## config.mk

```make
export PLATFORM = sky130hd
export DESIGN_NAME = div_sequencer
export DESIGN_NICKNAME = d
export VERILOG_FILES = /design/src/rtl/div_sequencer.sv
export SDC_FILE = /design/constraint.sdc
export NUM_CORES = 1
export LEC_CHECK = 0
export ABC_AREA = 1
export CAP_MARGIN = 15
export CORE_MARGIN = 5
export CORE_UTILIZATION = 46
export CTS_BUF_LIST = sky130_fd_sc_hd__clkbuf_4 sky130_fd_sc_hd__clkbuf_8 sky130_fd_sc_hd__clkbuf_16
export DETAILED_ROUTE_END_ITERATION = 12
export MAX_ROUTING_LAYER = met4
export PLACE_DENSITY = 0.78
export REMOVE_ABC_BUFFERS = 1
export SLEW_MARGIN = 0
export SYNTH_ARGS = -nofsm -noshare
export SYNTH_HDL_FRONTEND = slang
export SYNTH_SLANG_ARGS = --single-unit
```

## constraint.sdc

```tcl
create_clock -name clk -period 4.1 [get_ports clk]
set_input_delay 0.82 -clock clk [delete_from_list [all_inputs] [get_ports clk]]
set_output_delay 0.82 -clock clk [all_outputs]
set_load 0.005 [all_outputs]
```

## src/rtl/div_sequencer.sv

```systemverilog
// div_sequencer
//   Buffers operand pairs in a small FIFO and feeds them one at a time to an
//   external multi-cycle divider. It pulses div_start, waits for the divider
//   to report completion (or gives up after TIMEOUT cycles), then holds the
//   captured quotient and status until the consumer takes it.
//
// Ports
//   clk, rst_n               clock, asynchronous active-low reset
//   in_valid/in_ready        operand push handshake; in_a dividend, in_b divisor
//   div_start, div_a, div_b  one-cycle start pulse and held operands to divider
//   div_q, div_busy          divider quotient and busy indication
//   div_valid/dvz/ovf        divider completion flags (sampled only while waiting)
//   out_valid/out_ready      result handshake; out_q quotient, out_status code
//                            (00 ok, 01 divide-by-zero, 10 overflow, 11 timeout)
//   fifo_level               current FIFO occupancy
module div_sequencer #(
  parameter int DEPTH   = 4,
  parameter int TIMEOUT = 31
) (
  input  logic                     clk,
  input  logic                     rst_n,
  input  logic                     in_valid,
  output logic                     in_ready,
  input  logic [9:0]               in_a,
  input  logic [9:0]               in_b,
  output logic                     div_start,
  output logic [9:0]               div_a,
  output logic [9:0]               div_b,
  input  logic [9:0]               div_q,
  input  logic                     div_busy,
  input  logic                     div_valid,
  input  logic                     div_dvz,
  input  logic                     div_ovf,
  output logic                     out_valid,
  input  logic                     out_ready,
  output logic [9:0]               out_q,
  output logic [1:0]               out_status,
  output logic [$clog2(DEPTH):0]   fifo_level
);

  localparam int DATA_W = 10;
  localparam int AW     = $clog2(DEPTH);
  localparam int CW     = (TIMEOUT > 0) ? $clog2(TIMEOUT + 1) : 1;

  localparam logic [AW:0]   FULL_LVL   = (AW+1)'(DEPTH);
  localparam logic [CW-1:0] TO_CNT     = CW'(TIMEOUT);
  localparam logic [1:0]    ST_TIMEOUT = 2'b11;

  typedef enum logic [1:0] {
    S_IDLE  = 2'd0,
    S_ISSUE = 2'd1,
    S_WAIT  = 2'd2,
    S_HOLD  = 2'd3
  } state_t;

  // Divide-by-zero outranks overflow when the divider raises both at once.
  function automatic logic [1:0] status_enc(input logic dvz, input logic ovf);
    logic [1:0] st;
    if (dvz)      st = 2'b01;
    else if (ovf) st = 2'b10;
    else          st = 2'b00;
    return st;
  endfunction

  state_t state_q, state_d;

  logic [DATA_W-1:0] mem_a [DEPTH];
  logic [DATA_W-1:0] mem_b [DEPTH];

  logic [AW-1:0]     wr_ptr_q, wr_ptr_d;
  logic [AW-1:0]     rd_ptr_q, rd_ptr_d;
  logic [AW:0]       level_q,  level_d;
  logic [DATA_W-1:0] opa_q,    opa_d;
  logic [DATA_W-1:0] opb_q,    opb_d;
  logic [CW-1:0]     cnt_q,    cnt_d;
  logic [DATA_W-1:0] res_q,    res_d;
  logic [1:0]        st_q,     st_d;

  logic push;
  logic pop;
  logic launch;
  logic done_evt;
  logic timed_out;

  assign push      = in_valid && in_ready;
  // A new operation may start only when something is queued and the
  // divider has finished with the previous one.
  assign launch    = (level_q != '0) && !div_busy;
  assign done_evt  = div_valid || div_dvz || div_ovf;
  assign timed_out = (cnt_q == TO_CNT);

  // State register
  always_ff @(posedge clk or negedge rst_n) begin
    if (!rst_n) state_q <= S_IDLE;
    else        state_q <= state_d;
  end

  // Next-state logic; pop marks the edge on which the FIFO head is
  // transferred into the divider operand registers.
  always_comb begin
    state_d = state_q;
    pop     = 1'b0;
    unique case (state_q)
      S_IDLE: begin
        if (launch) begin
          state_d = S_ISSUE;
          pop     = 1'b1;
        end
      end
      S_ISSUE: state_d = S_WAIT;
      S_WAIT: begin
        // A completion arriving on the timeout cycle is still a normal finish.
        if (done_evt || timed_out) state_d = S_HOLD;
      end
      S_HOLD: begin
        if (out_ready) begin
          if (launch) begin
            state_d = S_ISSUE;
            pop     = 1'b1;
          end else begin
            state_d = S_IDLE;
          end
        end
      end
      default: state_d = S_IDLE;
    endcase
  end

  // Output logic
  always_comb begin
    in_ready   = (level_q != FULL_LVL);
    fifo_level = level_q;
    div_start  = (state_q == S_ISSUE);
    div_a      = opa_q;
    div_b      = opb_q;
    out_valid  = (state_q == S_HOLD);
    out_q      = res_q;
    out_status = st_q;
  end

  // FIFO storage carries no reset; only occupancy and pointers define content.
  always_ff @(posedge clk) begin
    if (push) begin
      mem_a[wr_ptr_q] <= in_a;
      mem_b[wr_ptr_q] <= in_b;
    end
  end

  // FIFO pointers, operand registers, wait counter and result capture.
  always_comb begin
    wr_ptr_d = wr_ptr_q;
    rd_ptr_d = rd_ptr_q;
    level_d  = level_q;
    opa_d    = opa_q;
    opb_d    = opb_q;
    cnt_d    = cnt_q;
    res_d    = res_q;
    st_d     = st_q;

    if (push) wr_ptr_d = wr_ptr_q + AW'(1);
    if (pop) begin
      rd_ptr_d = rd_ptr_q + AW'(1);
      opa_d    = mem_a[rd_ptr_q];
      opb_d    = mem_b[rd_ptr_q];
    end
    if (push && !pop)      level_d = level_q + (AW+1)'(1);
    else if (!push && pop) level_d = level_q - (AW+1)'(1);

    case (state_q)
      S_ISSUE: cnt_d = '0;
      S_WAIT: begin
        if (done_evt) begin
          res_d = div_q;
          st_d  = status_enc(div_dvz, div_ovf);
        end else if (timed_out) begin
          res_d = '0;
          st_d  = ST_TIMEOUT;
        end else begin
          cnt_d = cnt_q + CW'(1);
        end
      end
      default: ;
    endcase
  end

  always_ff @(posedge clk or negedge rst_n) begin
    if (!rst_n) begin
      wr_ptr_q <= '0;
      rd_ptr_q <= '0;
      level_q  <= '0;
      opa_q    <= '0;
      opb_q    <= '0;
      cnt_q    <= '0;
      res_q    <= '0;
      st_q     <= '0;
    end else begin
      wr_ptr_q <= wr_ptr_d;
      rd_ptr_q <= rd_ptr_d;
      level_q  <= level_d;
      opa_q    <= opa_d;
      opb_q    <= opb_d;
      cnt_q    <= cnt_d;
      res_q    <= res_d;
      st_q     <= st_d;
    end
  end

endmodule

```

Yosys cells after proc, flatten, opt, wreduce, memory -nomap -nowiden
Memories as Yosys holds them, arrays and structs flattened. A register that Yosys moved wholly into a read port is not among the register bits.
Cells that the tools add are included.
Storage, ports and cells
  flip-flop bits (word level): 26
  memories: 2
  RAM bits: 80
  output and inout port bits: 38
Cells by class
  $add $sub $neg: 5
  equality and inequality tests: 10
  reductions and logical operators: 20
  muxes and demuxes: 21
Memories
  mem_a: words 4, width 10, rd ports 1, clocked after Yosys merged registers in 1, wr ports 1, RTL line 67  | logic [DATA_W-1:0] mem_a [DEPTH];
  mem_b: words 4, width 10, rd ports 1, clocked after Yosys merged registers in 1, wr ports 1, RTL line 68  | logic [DATA_W-1:0] mem_b [DEPTH];
Operators by type and width (count)
  $mux W10: 2
  $mux W2: 7
  $mux W5: 2
  $pmux W5 S2: 1
  $ne A2 B2 Y1 const B: 4
  $pmux W2 S4: 1
  $mux W3: 2
  $reduce_and A3 Y1: 2
  $reduce_bool A2 Y1: 3
  $add A5 B1 Y5 const B: 1
  $eq A5 B5 Y1 const B: 1
  $logic_not A1 Y1: 5
  $mux W1: 5
  $add A2 B1 Y2 const B: 2
  $eq A2 B2 Y1 const B: 2
  $logic_and A1 B1 Y1: 4
  $add A3 B1 Y3 const B: 1
  $logic_or A1 B1 Y1: 3
  $ne A3 B3 Y1 const B: 1
  $reduce_bool A3 Y1: 1
  $sub A3 B1 Y3 const B: 1
  $eq A2 B1 Y1 const B: 1
  $logic_not A2 Y1: 1
  $ne A2 B1 Y1 const B: 1
  2 further kinds: 2

Logic depth before layout (Yosys ltp)
  depth after elaboration: 8
  mapped depth: 13

Worst setup path after synthesis
Ideal clock, no wire load.
  path kind: input to register
  start: input out_ready
  end: register level_q[2], in the netlist fifo_level[2]
  arrival time: 2.258 ns
  required time: 3.969 ns
  buffers on the path: 1
  slack: 1.711 ns
  setup time: 0.131 ns
  cell stages on the path: 12
  path through: nand2_1 > inv_1 > o21ai_1 > nor2_4 > inv_2 > buf_6 > ha_1 > inv_1 > fa_1 > a21oi_1 > o21ai_0 > xor2_1
On the way
  word-level cells in the longest chain between the ends: 5
  elaborated cells on any way between the ends: 7
  classes of those cells: 3 x mux; 4 x reduce/logical
RTL lines
  start: declaration: RTL line 35  | input logic out_ready,
  $mux W1 *: RTL line 116  | if (out_ready) begin
  $pmux W1 S2 *: RTL line 103  | unique case (state_q)
  $logic_not A1 Y1: RTL line 166  | if (push && !pop) level_d = level_q + (AW+1)'(1);
  $logic_and A1 B1 Y1: RTL line 166
  $mux W3 or $reduce_bool A2 Y1 (tied branches)
  end signal: assignment: RTL line 199  | level_q <= level_d;
  end: declaration: RTL line 72  | logic [AW:0] level_q, level_d;
Mark *: on every way between the ends. The rest lies on a longest branch, timed or not.
A chain may end at the register's enable or synchronous reset.

Worst setup path in the final report
  start: register state_q[0]
  end: register level_q[2], in the netlist fifo_level[2]
On the way
  word-level cells in the longest chain between the ends: 5
  elaborated cells on any way between the ends: 8
  classes of those cells: 1 x eq/ne; 2 x mux; 5 x reduce/logical
RTL lines
  start: declaration: RTL line 65  | state_t state_q, state_d;
  start signal: assignment: RTL line 95  | else state_q <= state_d;
  $eq A2 B2 Y1 or $logic_not A2 Y1 (tied branches): RTL line 103
  $pmux W1 S2 *: RTL line 103
  $logic_not A1 Y1: RTL line 166
  $logic_and A1 B1 Y1: RTL line 166
  $mux W3 or $reduce_bool A2 Y1 (tied branches)
Marks and branches as above.

==> results.json <==
{
  "yosys_warnings": 0,
  "seqCellArea_um2": 3550,
  "clk_latency_ps": 510,
  "netlist_top_cells_area": "edfxtp_1 47%, dfrtp_1 22%, nand2_1 7.8%, o21ai_0 4.0%, nor2_1 4.0%",
  "final_cell_mix": "106 x nand2_1, 80 x edfxtp_1, 74 x clkdlybuf4s50_1, 50 x nor2_1, 46 x dfrtp_1",
  "num_antenna_cells": 0,
  "fp.dieW_um": 116,
  "start_util_pct": 47.1,
  "io_pins": 76,
  "cts_tree": "built",
  "drive_above_1_share_pct": 9.98,
  "grt_max_degree": 47,
  "post-route-min-period_ps": 2670,
  "final_common_cell": "nand2_1",
  "cts_resized": 0,
  "stdcell_area_um2": 6560,
  "criticalPathCategory": "flip-flop to flip-flop",
  "p_per_area_nw_per_um2": 744,
  "rsz0062_at_grt": "false",
  "cts_setup_buffers": 0,
  "relSlewSlack_pct": 47.7,
  "h-tree-depth": 4,
  "hold_buffers": 0,
  "postPlaceCellArea_um2": 5990,
  "drt_iter0_drc": 143,
  "cts_buffers": 17,
  "tns_ps": 0,
  "fillers": 829,
  "synth_top_area_share_pct": 46.9,
  "syn_inst": 447,
  "critPathBufInv": 4,
  "final_nets": 579,
  "grt_antenna_before_repair": 0,
  "antenna_left": 0,
  "power.leakage_nw": 2.69,
  "synthSimpleGateAreaFrac_pct": 14.6,
  "cp-end-kind": "flip-flop",
  "grt_pass1_wl_mm": 17.2,
  "multi_input_area_um2": 1380,
  "drt_pass1_iterations": 4,
  "slew_viol_final": 0,
  "die_area_um2": 13400,
  "gr-total-overflow": 0,
  "fin_skew_ps": 7.10,
  "ys_seq_area_share_pct": 69.3,
  "hpwl_mm": 6.47,
  "critPathRequiredTime_ps": 4490,
  "period_share_pct": 65.1,
  "path_delay_family": "adder cells",
  "gp_congestion": 0.777,
  "post-synth-top-area-cell": "edfxtp_1",
  "synth_mux_area_share_pct": 0.220,
  "portBuffers": 75,
  "critical_path.max_fanout": 21,
  "post_drt_wl_per_cell_um": 15.8,
  "tightest_slew_ps": 785,
  "worstPathCellList": "inv_1 -> ha_1 -> inv_2 -> o21ai_1 -> nor2_4 -> inv_2 -> ha_1 -> inv_1 -> fa_1 -> a21oi_1 -> o21ai_0 -> xor2_1",
  "avgSynthCellArea_um2": 11.5,
  "remaining_drc_errors": 0,
  "clk_pin_slew_ps": 60,
  "finalSetupViolCount": 0,
  "synth.distinct_cells": 27,
  "yosys_register_bits": 126,
  "avgViaCountPerCell": 5.10,
  "wl_mm": 10.7,
  "peakVddDrop_mv": 0.401,
  "cts-root-buf": "clkbuf_8",
  "finalHoldViolations": 0,
  "fmax_ghz": 0.374,
  "cpPeakStageDelay_ps": 420,
  "cp-start-kind": "flip-flop",
  "hp-class": "input port to asynchronous set/reset pin",
  "crit_path_top_delay_cell": "ha_1",
  "clock-sinks": 126,
  "final_core_util_pct": 60.2,
  "synth_area_um2": 5130,
  "grt_use_total_pct": 17.6,
  "vias": 3475,
  "synth-compound-area-share_pct": 7.64,
  "synthAdderAreaFrac_pct": 3.32,
  "synthXorXnorAreaFrac_pct": 0.854,
  "drv_cap": 0,
  "grt_pass1_vias": 3649,
  "syn_to_final_growth_pct": 27.9,
  "outcome": "complete, no violations",
  "coreArea_um2": 10900,
  "num_rows": 38,
  "die_h_um": 116,
  "cts_max_path_buffers": 2,
  "synth_top_family_by_area": "simple AND/OR/NAND/NOR gates",
  "worstPathArrival_ps": 3060
}
==> through the flow <==
stage          total power, W  setup slack (ps)  std cells  hold WS [ps]
2_1_floorplan         0.00278              1510        427           448
3_3_place_gp          0.00346              1020        648           455
3_5_place_dp          0.00354               968        648           460
4_1_cts               0.00493              1400        680           473
5_1_grt               0.00520              1230        681           180
6_report              0.00488              1430        681           190
==> layout make-up <==
cell class,instances,area share [%]
Tap cell,140,2.67
Timing Repair Buffer,82,12.4
Inverter,25,1.43
Multi-Input combinational cell,276,21.0
Clock inverter,10,1.47
Sequential cell,126,54.2
Clock buffer,22,6.89
==> report_power, final <==
part | switching [W] | internal [W] | leakage [nW]
Clock | 0.000484 | 0.000884 | 0.280
Sequential | 0.000190 | 0.00173 | 1.31
Combinational | 0.000902 | 0.000693 | 1.10
==> per-layer routing <==
layer	track usage (%)	share of wire, %	wire length [µm]
met5	-	0	0
met2	28.4	51	5500
met3	5.22	5.1	545
met1	19.5	42	4480
met4	9.70	2.0	217
==> worst register-to-register path, delay by kind of cell, from the launching register on <==
family / cells / cell delay (ps)
fa+ha+maj: 3 / 1040
buf+inv: 4 / 540
flops: 1 / 400
compound gates: 3 / 380
xor+xnor: 1 / 150
simple gates: 1 / 50
==> path summary, 6_finish.rpt <==
kind	end	startpoint	depth (start not counted)	slack [ps]
hold / removal	out_status[1]	rst_n	1	190
hold reg to reg	out_q[5]	out_q[5]	2	470
setup reg to reg	fifo_level[2]	state_q[0]	12	1430
max in group asynchronous	div_a[7]	rst_n	2	3410
setup / recovery	fifo_level[2]	state_q[0]	12	1430
min in group clk	out_q[5]	out_q[5]	2	470
==> cell usage after synthesis <==
master,instances
ha_1,12
buf_2,8
nor2_4,1
nand4_1,2
o21ai_0,41
o22ai_1,20
clkbuf_1,6
mux2_2,1
nand2_1,106
nand3_1,17
buf_4,3
buf_6,2
dfrtp_1,46
o21ai_1,8
or2_2,1
inv_2,4
inv_1,21
xnor2_1,1
fa_1,1
a21oi_1,1
nand2_2,4
o21ai_4,1
nor3_2,1
nor2_1,54
xor2_1,4
clkbuf_2,1
edfxtp_1,80
==> flip-flops by register name (all words and copies together) (netlist names) <==
register	cells
div_b	10
fifo_level	3
cnt_q	5
state_q	2
div_a	10
out_q	10
mem_b	40
rd_ptr_q	2
wr_ptr_q	2
out_status	2
mem_a	40
==> kinds of logic after synthesis <==
| logic type | after synthesis |
|---|---|
| mux | 1 |
| flops | 126 |
| fa+ha+maj | 13 |
| compound gates | 71 |
| xor+xnor | 5 |
| buf+inv | 45 |
| simple gates | 186 |
Power figures use the tool's default switching activity.
